File: src/rtl/rf_access_unit.sv
// rtl/rf_access_unit.sv - register file port controller: operand read sequencer and writeback buffer
//
// Purpose:
//   Sole master of the register file pins. A three-state read sequencer fetches
//   two operands per request. A DEPTH-entry writeback FIFO drains one entry per
//   cycle into the RF write port. Buffered and same-cycle writebacks are forwarded
//   into operand reads, so a read never returns a stale value.
//
// Ports:
//   clk, rst            clock, asynchronous active-high reset
//   req_valid/ready     operand read request handshake, req_rs/req_rt source registers
//   rsp_valid/ready     operand response handshake, rsp_a/rsp_b operand values
//   wb_valid/ready      writeback handshake, wb_reg/wb_data destination and result
//   wb_stall            hold off RF writes (buffer keeps filling)
//   rr1, rr2 / rd1, rd2 RF read addresses / combinational RF read data
//   wr, wd, w           RF write port (RF writes at posedge when w=1)

module rf_access_unit #(
    parameter int DEPTH = 4
) (
    input  logic        clk,
    input  logic        rst,
    input  logic        req_valid,
    output logic        req_ready,
    input  logic [4:0]  req_rs,
    input  logic [4:0]  req_rt,
    output logic        rsp_valid,
    input  logic        rsp_ready,
    output logic [31:0] rsp_a,
    output logic [31:0] rsp_b,
    input  logic        wb_valid,
    output logic        wb_ready,
    input  logic [4:0]  wb_reg,
    input  logic [31:0] wb_data,
    input  logic        wb_stall,
    output logic [4:0]  rr1,
    output logic [4:0]  rr2,
    input  logic [31:0] rd1,
    input  logic [31:0] rd2,
    output logic [4:0]  wr,
    output logic [31:0] wd,
    output logic        w
);

    localparam int AW = (DEPTH > 1) ? $clog2(DEPTH) : 1;

    typedef enum logic [1:0] {
        S_IDLE  = 2'd0,
        S_FETCH = 2'd1,
        S_RESP  = 2'd2
    } state_t;

    state_t        r_state;
    logic [4:0]    r_rs;
    logic [4:0]    r_rt;

    logic [4:0]    r_buf_reg  [DEPTH];
    logic [31:0]   r_buf_data [DEPTH];
    logic [AW-1:0] r_head;
    logic [AW-1:0] r_tail;
    logic [AW:0]   r_count;

    logic          w_wb_hs;
    logic          w_push;
    logic          w_pop;
    logic [AW-1:0] w_idx;
    logic [31:0]   w_fwd_a;
    logic [31:0]   w_fwd_b;

    // ------------------------------------------------------------------
    // Handshakes and RF write port
    // ------------------------------------------------------------------
    assign wb_ready = (r_count < (AW+1)'(DEPTH));
    assign w_wb_hs  = wb_valid & wb_ready;
    // Writes to r0 complete the handshake but never occupy a slot.
    assign w_push   = w_wb_hs & (wb_reg != 5'd0);
    assign w_pop    = (r_count != '0) & ~wb_stall;

    assign w  = w_pop;
    assign wr = w_pop ? r_buf_reg[r_head]  : 5'd0;
    assign wd = w_pop ? r_buf_data[r_head] : 32'd0;

    assign req_ready = (r_state == S_IDLE);
    assign rsp_valid = (r_state == S_RESP);
    assign rr1       = (r_state == S_FETCH) ? r_rs : 5'd0;
    assign rr2       = (r_state == S_FETCH) ? r_rt : 5'd0;

    // ------------------------------------------------------------------
    // Operand forwarding. Entries are scanned oldest to youngest so the
    // youngest match wins; the head is included even while it drains, which
    // covers the cycle where the RF has not yet taken the write. A same-cycle
    // writeback handshake overrides the buffer, and r0 overrides everything.
    // ------------------------------------------------------------------
    always_comb begin
        w_fwd_a = rd1;
        w_fwd_b = rd2;
        w_idx   = r_head;
        for (int i = 0; i < DEPTH; i++) begin
            w_idx = r_head + AW'(i);
            if ((AW+1)'(i) < r_count) begin
                if (r_buf_reg[w_idx] == r_rs) begin
                    w_fwd_a = r_buf_data[w_idx];
                end
                if (r_buf_reg[w_idx] == r_rt) begin
                    w_fwd_b = r_buf_data[w_idx];
                end
            end
        end
        if (w_wb_hs && (wb_reg == r_rs)) begin
            w_fwd_a = wb_data;
        end
        if (w_wb_hs && (wb_reg == r_rt)) begin
            w_fwd_b = wb_data;
        end
        if (r_rs == 5'd0) begin
            w_fwd_a = 32'd0;
        end
        if (r_rt == 5'd0) begin
            w_fwd_b = 32'd0;
        end
    end

    // ------------------------------------------------------------------
    // Read sequencer
    // ------------------------------------------------------------------
    always_ff @(posedge clk or posedge rst) begin
        if (rst) begin
            r_state <= S_IDLE;
            r_rs    <= 5'd0;
            r_rt    <= 5'd0;
            rsp_a   <= 32'd0;
            rsp_b   <= 32'd0;
        end else begin
            case (r_state)
                S_IDLE: begin
                    if (req_valid) begin
                        r_rs    <= req_rs;
                        r_rt    <= req_rt;
                        r_state <= S_FETCH;
                    end
                end
                S_FETCH: begin
                    rsp_a   <= w_fwd_a;
                    rsp_b   <= w_fwd_b;
                    r_state <= S_RESP;
                end
                S_RESP: begin
                    if (rsp_ready) begin
                        r_state <= S_IDLE;
                    end
                end
                default: begin
                    r_state <= S_IDLE;
                end
            endcase
        end
    end

    // ------------------------------------------------------------------
    // Writeback FIFO
    // ------------------------------------------------------------------
    always_ff @(posedge clk or posedge rst) begin
        if (rst) begin
            r_head  <= '0;
            r_tail  <= '0;
            r_count <= '0;
            for (int i = 0; i < DEPTH; i++) begin
                r_buf_reg[i]  <= 5'd0;
                r_buf_data[i] <= 32'd0;
            end
        end else begin
            if (w_push) begin
                r_buf_reg[r_tail]  <= wb_reg;
                r_buf_data[r_tail] <= wb_data;
                r_tail             <= r_tail + 1'b1;
            end
            if (w_pop) begin
                r_head <= r_head + 1'b1;
            end
            case ({w_push, w_pop})
                2'b10:   r_count <= r_count + 1'b1;
                2'b01:   r_count <= r_count - 1'b1;
                default: r_count <= r_count;
            endcase
        end
    end

endmodule
File: config.mk
export PLATFORM = sky130hd
export DESIGN_NAME = rf_access_unit
export DESIGN_NICKNAME = d
export VERILOG_FILES = /design/src/rtl/rf_access_unit.sv
export SDC_FILE = /design/constraint.sdc
export NUM_CORES = 1
export LEC_CHECK = 0
export ABC_AREA = 0
export CAP_MARGIN = 20
export CORE_MARGIN = 3
export CORE_UTILIZATION = 34
export DETAILED_ROUTE_END_ITERATION = 16
export DONT_BUFFER_PORTS = 1
export PLACE_DENSITY = 0.51
export SLEW_MARGIN = 40
export SYNTH_ARGS = -nofsm -noshare
export SYNTH_HDL_FRONTEND = slang
export SYNTH_SLANG_ARGS = --single-unit
File: constraint.sdc
create_clock -name clk -period 8.55 [get_ports clk]
set_clock_uncertainty 0.05 [all_clocks]
set_input_delay 1.71 -clock clk [delete_from_list [all_inputs] [get_ports clk]]
set_output_delay 1.71 -clock clk [all_outputs]
set_load 0.01 [all_outputs]
Yosys cells after proc, flatten, opt, wreduce, memory -nomap -nowiden
Index checks and enable logic that the tools add are counted.

storage, ports and cells
  logic and storage cells = 127
  ROM bits = 0
  output and inout port bits = 115
  memories = 0
  register bits after elaboration = 231
  bits in writable memories = 0
  latch bits = 0
  input port bits = 117

operators by class
  add/subtract/negate cells = 6
  divide/modulo/power cells = 0
  $mul = 0
  reductions and logical operators = 11
  shift operators = 0
  multiplexer cells = 58
  equal/unequal tests = 16
  $lt $le $gt $ge = 11
  bitwise operators = 9

operator list
  kind                                                      number
  two-way mux 32 bit                                        30
  binary-select mux 32 bit (select 2 bit)                   4
  bitwise mux 128 bit                                       1
  demux 32 bit (select 2 bit)                               1
  two-way mux 5 bit                                         12
  equality test 5 bit                                       10
  binary-select mux 5 bit (select 2 bit)                    4
  bitwise mux 20 bit                                        1
  greater-or-equal comparator 3 bit, second input constant  5
  NOT 2 -> 3 bit                                            5
  demux 5 bit (select 2 bit)                                1
  logical NOT 5 bit                                         2
  < comparator 1 x 3 -> 1 bit, first input constant         2
  < comparator 2 x 3 -> 1 bit, first input constant         2
  one-hot mux 2 bit (3 select lines)                        1
  one-hot mux 3 bit (2 select lines)                        1
  nonzero test 5 bit                                        1
  adder 2 x 1 -> 2 bit, second input constant               2
  adder 2 bit, second input constant                        2
  equality test 2 x 1 -> 1 bit, second input constant       2
  equality test 2 bit, second input constant                2
  two-way mux 2 bit                                         2
  AND reduction 2 bit                                       2
  adder 3 x 1 -> 3 bit, second input constant               1
  other kinds (11)                                          15

Longest topological paths before layout
Gate-level depths: netlist of the first run.

  depth in word-level cells = 15
  mapped depth = 12
  depth with buffers taken out = 8

Least setup slack after synthesis of the first run
No wires, ideal clock.

  kind = input to output
  start = in wb_stall
  end = out wd[31]
  required time = 6.790 ns
  path slack = 4.101 ns
  arrival time = 2.689 ns
  stages on the path = 5
  path through = a21o_1 inv_1 clkbuf_1 clkbuf_1 and2_1

on the way
  longest elaborated chain between the ends = 3

ends and longest elaborated chain
  what                RTL line  RTL
  start, declared     35        input logic wb_stall,
  NOT 1 bit           77        assign w_pop = (r_count != '0) & ~wb_stall;
  AND 1 bit           77
  via w               42        output logic w
  two-way mux 32 bit  81        assign wd = w_pop ? r_buf_data[r_head] : 32'd0;
  end, declared       41        output logic [31:0] wd,

The timed path passes the listed nets, and every way through them passes these cells.

Final worst setup path of the first run
  start = reg r_head[0]
  end = out wr[0]

on the way
  longest elaborated chain between the ends = 5

ends and longest elaborated chain
  what                                                  RTL line  RTL
  start, declared                                       59        logic [AW-1:0] r_head;
  start signal, assigned                                178       r_head <= r_head + 1'b1;
  NOT 2 -> 3 bit (implied by the code)                  80        assign wr = w_pop ? r_buf_reg[r_head] : 5'd0;
  binary-select mux 5 bit (select 2 bit)                80
  two-way mux 5 bit (implied by the code) (2 in a row)  80
  two-way mux 5 bit                                     80
  end, declared                                         40        output logic [4:0] wr,

Every way passes these cells. The select of a mux whose other input is x is not followed.

==> run summary, run 1 <==
Status: finished clean
DR WL/cell: 28.5 um
CTS Buf Count: 30
Synth-to-layout area growth: 9.74%
Max-slew violation count: 0
Max Root-Sink Buffers: 3
Type of the most critical hold path: reg2reg
DRT antenna net count: 0
Root Driver: clkbuf_16
Setup TNS: 0 ns
Synth cell types: 53
IO Port Bufs: 0
Worst skew pair latency: 0.59 ns
Largest regs: r_buf_data x128, rsp_a x32, rsp_b x32
Cts hold-fix bufs: 0
Setup Fix Bufs, Post-CTS: 0
Post-Syn Area: 16800 sq um
H-tree Lvls: 1
Critical path endpoint category: output pin
Full die area: 52000 sq um
Synth top area share: 34.5%
Max rail drop VDD: 438 uV
Count leader, synth: dfrtp_1
Initial DRC count: 1448
Adder-cell share of the synthesized area: 0.597%
Tmin final: 4.87 ns
Number of fillers in the final layout: 4865
Number of synthesized flops with an enable pin: 0
Syn. warnings: 0
Synth Area in Compound Gates: 17.3%
Post-synth top flop: dfrtp_1
Lkg Pwr: 7.01 nW
Cells after Synth: 1712
Avg Synthesized Cell Area: 9.79 sq um
Total Wirelength: 65000 um
Req. time, crit path: 6.79 ns
Area of placed instances: 17300 sq um
Critical path type: reg2out
Simple logic cell fraction of the synthesized area: 14.5%
Total gr overflow: 0
Place WS: 3.99 ns
Worst slew pin tran: 0.894 ns
DRC violations left: 0
Tot GR Track Use: 24.1%
CTS clk-pin slew, worst paths: 0.06 ns
Core Region: 48200 sq um
Hold slack: 0.476 ns
Placer Congestion: 0.820
Max reg flops: 128
Ys async rst share: 100%
Largest net degree at the start of global routing: 103
Worst Path Max Fanout: 55
Most frequent cells after synthesis: dfrtp_1, mux2_2, mux2i_1
I/O pin total: 232
Slew headroom: 40.4%
Post-Syn Nets: 1837
FMAX: 205 MHz
CTS tree: built
Main area contributors after synthesis: dfrtp_1, mux2_2, mux2i_1
Share of layout cells above drive strength 1: 21.4%
Worst Path Arrival: 3.11 ns
Largest family of logic cells by synthesized area: multiplexers
Vias per inst: 6.39
Die span in y: 228 um
Post-synthesis mux area share: 25.0%
Initial Utilization: 34.7%
CTS Sinks: 231
Synthesis-stage register bit count: 231
Startpoint type of the worst setup path: register
Design area: 18400 sq um
DRT Pass-1 Iters: 5
Synth Area in XOR/XNOR: 3.02%
Detail Placement HPWL: 40000 um
Biggest register: r_buf_data
Number of global-route vias before repair: 14900
Initial antenna violation count: 6
Die width: 228 um
Layout Nets: 1721
Setup violations, final: 0
Sequential element share of the synthesized area: 34.5%
Post-route clock period utilization: 56.9%
Max-cap violations: 0
Tot Pwr: 9.56 mW
Row count: 80
Final WS setup: 3.68 ns
Synth area leader: dfrtp_1
Vias post-DR: 14600
Pwr dens: 520 nW/um^2
First-pass GRT wire length: 97000 um
Post-cts repair resize count: 0
Final hold vios: 0
RSZ-0062 raised after global routing: false
-- worst max-delay path, cell delays in order, from the launching register on --
cell	delay (ns)
dfrtp_4	0.91
buf_4	0.69
mux4_2	0.70
and2_1	0.22
-- path summary, 6_finish.rpt --
kind | from | to | slack [ns] | cells past startpoint
worst min register to register | r_buf_data[73]$_DFFE_PP0P_ | r_buf_data[73]$_DFFE_PP0P_ | 0.48 | 1
max in group asynchronous | rst | r_buf_data[71]$_DFFE_PP0P_ | 6.29 | 2
worst min-delay path | r_buf_data[73]$_DFFE_PP0P_ | r_buf_data[73]$_DFFE_PP0P_ | 0.48 | 1
worst max register to register | r_head[1]$_DFFE_PP0P_ | rsp_b[10]$_DFFE_PP0N_ | 3.86 | 9
worst max-delay path | r_head[0]$_DFFE_PP0P_ | wr[0] | 3.68 | 3
min in group asynchronous | rst | rsp_a[0]$_DFFE_PP0N_ | 0.97 | 1
-- area by class of cell --
cell class | count | area [sq um] | area share, %
Multi-Input combinational cell | 1285 | 10300 | 55.8
Sequential cell | 231 | 5790 | 31.5
Clock buffer | 39 | 846 | 4.60
Tap cell | 656 | 821 | 4.46
Timing Repair Buffer | 37 | 333 | 1.81
Clock inverter | 17 | 273 | 1.48
Inverter | 11 | 56.3 | 0.306
Antenna cell | 3 | 7.51 | 0.0408
-- report_power, final --
part	leakage, nW	internal [mW]	total [mW]	switching (mW)
registers	2.85	1.60	2.25	0.654
clock network	0.546	0.905	1.44	0.535
logic	3.61	2.15	5.87	3.72
-- layout by cell type, fill, tap and decap left out, drive strengths merged, types with 3 or more instances in the layout --
cell,netlist,final
dfrtp,231,231
mux2,189,189
mux2i,159,159
or3,127,127
o21ai,101,101
a21oi,97,97
nand2,82,82
nor3,69,69
nand3,67,67
a221oi,62,62
a32oi,62,62
a311o,61,61
and2,48,48
xnor2,44,44
nor2,43,43
clkbuf,133,39
buf,52,37
mux4,20,20
xor2,12,12
clkinv,1,10
inv,10,9
ha,8,8
nand4,8,8
bufinv,0,7
or2,4,4
diode,0,3
nor2b,3,3
a21o,3,3
-- layer usage --
layer  track usage [%]  part of all wire (%)
met5                 0                 0.015
met1              30.7                    41
met4              10.9                   4.5
met3              6.24                   9.5
met2              38.4                    45
-- kinds of logic (layout without fill, tap and decap cells) --
kind of cell | after synthesis | in the layout
muxes | 368 | 368
and+or+nand+nor | 456 | 456
buffers and inverters | 196 | 104
AOI/OAI and AO/OA | 397 | 397
DFF | 231 | 231
adders and majority gates | 8 | 8
other | 0 | 3
xor gates and xnor gates | 56 | 56
-- through the flow --
step / instances / utilization [%]
floorplan: 1712 / -
global placement: 2218 / 35.6
detailed placement: 2220 / 35.8
CTS: 2276 / 38.1
global route: 2277 / 38.1
finish: 2279 / 38.1
Power figures use the tool's default switching activity.
==> inputs of run 2 (changes only) <==
--- a/config.mk
+++ b/config.mk
@@ -5,13 +5,13 @@
 export SDC_FILE = /design/constraint.sdc
 export NUM_CORES = 1
 export LEC_CHECK = 0
-export ABC_AREA = 0
+export ABC_AREA = 1
 export CAP_MARGIN = 20
 export CORE_MARGIN = 3
 export CORE_UTILIZATION = 34
 export DETAILED_ROUTE_END_ITERATION = 16
 export DONT_BUFFER_PORTS = 1
-export PLACE_DENSITY = 0.51
+export PLACE_DENSITY = 0.49
 export SLEW_MARGIN = 40
 export SYNTH_ARGS = -nofsm -noshare
 export SYNTH_HDL_FRONTEND = slang
==> constraint.sdc (replaced) <==
create_clock -name clk -period 4.5 [get_ports clk]
set_clock_uncertainty 0.05 [all_clocks]
set_input_delay 0.9 -clock clk [delete_from_list [all_inputs] [get_ports clk]]
set_output_delay 0.9 -clock clk [all_outputs]
set_load 0.01 [all_outputs]
==> run 2 against run 1 <==
Effect of this change:
- clock power is 74% higher
- power is 82% higher
- design area is 1.0% higher
- setup slack worse by 3.5 ns
- core utilization is 0.47 points lower
- cell count is 51% higher
- area after synthesis is 2.0% higher
- die area is 2.0% higher
- via count is 24% higher
- sequential power is 79% higher
- worst hold slack worse by 0.42 ns
- wire length is 7.1% higher
- critical endpoint is now wd[29]
==> run summary, run 2 <==
Status: finished clean
Pwr dens: 936 nW/um^2 (+80%)
Synth cell types: 33 (-38%)
Setup TNS: 0 ns (unchanged)
Tot Pwr: 17.4 mW (+82%)
Detail Placement HPWL: 45000 um (+12%)
DRT antenna net count: 0 (unchanged)
Cells after Synth: 2874 (+68%)
Worst Path Max Fanout: 98 (+78%)
Commonest non-fill, non-tap cell in the layout: nand2_1
Critical path type: reg2out
Final hold vios: 0 (unchanged)
Vias post-DR: 18000 (+24%)
Worst R2R Start: r_head[0]$_DFFE_PP0P_
Most frequent cells in the layout: nand2_1, o21ai_0, nor2_1
Crit-path slowest cell: dfrtp_4
Setup violations, final: 0 (unchanged)
CTS Buf Count: 31 (+3.3%)
Core Region: 49400 sq um (+2.3%)
Max incr delay on CP: 0.70 ns (-0.21 ns)
Worst path most repeated cell: o21ai_0
Post-route clock period utilization: 95.3%
Largest regs: r_buf_data x128, rsp_a x32, rsp_b x32
Most frequent cells after synthesis: nand2_1, o21ai_0, nor2_1
Synth area leader: dfrtp_1
Worst Path Arrival: 3.34 ns (+0.23 ns)
Lkg Pwr: 9.64 nW (+38%)
Synthesis-stage register bit count: 231 (unchanged)
CTS Sinks: 231 (unchanged)
Max-slew violation count: 0 (unchanged)
First-pass GRT wire length: 105000 um (+8.2%)
Vias per inst: 5.23 (-18%)
Avg Synthesized Cell Area: 5.95 sq um (-39%)
Crit path cell chain: inv_6, buf_12, o21ai_0, o21ai_0, inv_1, nor2_1
Worst slew pin tran: 0.812 ns (-0.0824 ns)
DRC violations left: 0 (unchanged)
Main area contributors after synthesis: dfrtp_1, nand2_1, o21ai_0
Cts hold-fix bufs: 0 (unchanged)
Max Root-Sink Buffers: 3 (unchanged)
Req. time, crit path: 3.55 ns (-3.24 ns)
Cells on worst reg2reg path: 17 (+8)
Largest net degree at the start of global routing: 117 (+14%)
Post-cts repair resize count: 0 (unchanged)
CTS tree: built
Share of layout cells above drive strength 1: 4.78% (-17 points)
Startpoint type of the worst setup path: register
Number of global-route vias before repair: 16900 (+13%)
Max rail drop VDD: 801 uV (+83%)
Slew headroom: 45.9% (+5.5 points)
Die width: 230 um (+0.98%)
IO Port Bufs: 0 (unchanged)
Total Wirelength: 69700 um (+7.1%)
Max-cap violations: 0 (unchanged)
Root Driver: clkbuf_16
Post-Syn Nets: 2999 (+63%)
Tot GR Track Use: 25.5% (+1.5 points)
Worst skew pair latency: 0.59 ns (about the same)
Ys async rst share: 100% (unchanged)
DR WL/cell: 20.2 um (-29%)
Synth top area share: 33.8% (-0.68 points)
Ant diodes: 0 (-3)
Max reg flops: 128 (unchanged)
Syn. warnings: 0 (unchanged)
Layout Nets: 2885 (+68%)
Initial DRC count: 1726 (+19%)
Tmin final: 4.29 ns
FF-to-FF End: rsp_b[30]$_DFFE_PP0N_
Hold slack: 0.0560 ns (-0.420 ns)
Die span in y: 230 um (+0.98%)
Setup Fix Bufs, Post-CTS: 0 (unchanged)
Biggest register: r_buf_data
Sequential element share of the synthesized area: 33.8% (-0.68 points)
Initial antenna violation count: 2 (-4)
Full die area: 53000 sq um (+2.0%)
Critical path endpoint category: output pin
RSZ-0062 raised after global routing: false
FMAX: 233 MHz
Row count: 81 (+1.3%)
DRT Pass-1 Iters: 5 (unchanged)
I/O pin total: 232 (unchanged)
Type of the most critical hold path: in2async
Initial Utilization: 34.6% (-0.094 points)
Post-Syn Area: 17100 sq um (+2.0%)
Synth-to-layout area growth: 8.67%
Count leader, synth: nand2_1
Post-synth top flop: dfrtp_1
CTS clk-pin slew, worst paths: 0.06 ns (about the same)
Number of synthesized flops with an enable pin: 0 (unchanged)
Placer Congestion: 0.872 (+6.3%)
H-tree Lvls: 1 (unchanged)
Total gr overflow: 0 (unchanged)
Register-to-Register Setup Slack: 0.79 ns (-3.07 ns)
## run 2: worst max-delay path by stage
stage | start | endpoint | slack, ns | depth (start not counted)
floorplan | rst | r_buf_data[0]$_DFFE_PP0P_ | 0.53 | 1
global placement | r_head[0]$_DFFE_PP0P_ | rsp_b[30]$_DFFE_PP0N_ | 0.89 | 14
detailed placement | r_head[0]$_DFFE_PP0P_ | rsp_b[19]$_DFFE_PP0N_ | 0.88 | 15
CTS | r_head[0]$_DFFE_PP0P_ | wd[18] | 0.25 | 6
global route | r_head[0]$_DFFE_PP0P_ | wd[29] | 0.03 | 6
finish | r_head[0]$_DFFE_PP0P_ | wd[29] | 0.21 | 6
## run 2: kinds of logic (layout without fill, tap and decap cells)
kind of cell,Yosys count,after routing,share of synthesized area [%]
XOR/XNOR,11,11,0.563
buffers and inverters,408,317,10.1
AND/OR/NAND/NOR,1713,1713,40.0
AO/OA/AOI/OAI,503,503,14.9
flip-flops,231,231,33.8
adder cells (fa/ha/maj),8,8,0.585
## run 2: cell type report
class,count,area (sq um)
Multi-Input combinational cell,2235,9670
Clock buffer,41,873
Tap cell,664,831
Fill cell,5496,30800
Clock inverter,15,143
Inverter,215,821
Timing Repair Buffer,46,457
Sequential cell,231,5780
## run 2: stage by stage
step,instance area [sq um],utilization (%),worst slack (ns),cells
after floorplan,17100,-,0.528,2874
after global placement,17500,35.5,0.888,3391
after detailed placement,17600,35.6,0.876,3391
after CTS,18600,37.6,0.249,3447
after global routing,18600,37.6,0.0262,3447
final,18600,37.6,0.211,3447
## run 2: worst max-delay path, delay by kind of cell, from the launching register on
family	cells	cell delay, ns
buffers and inverters	3	0.96
AO/OA/AOI/OAI	2	0.78
flip-flops	1	0.70
AND/OR/NAND/NOR	1	0.21
## run 2: metal layers
metal	up-vias	GRT usage [%]	part of all wire, %
met5	-	0	0.034
met4	4	7.77	2.7
met3	135	4.86	7.5
met2	725	41.7	45
met1	8326	34.3	44
li1	8834	-	-
## run 2: power breakdown
group | internal [mW] | switching (mW) | total [mW]
logic | 2.98 | 7.87 | 10.9
clock network | 1.47 | 1.04 | 2.51
registers | 3.04 | 0.985 | 4.03
total | 7.49 | 9.90 | 17.4
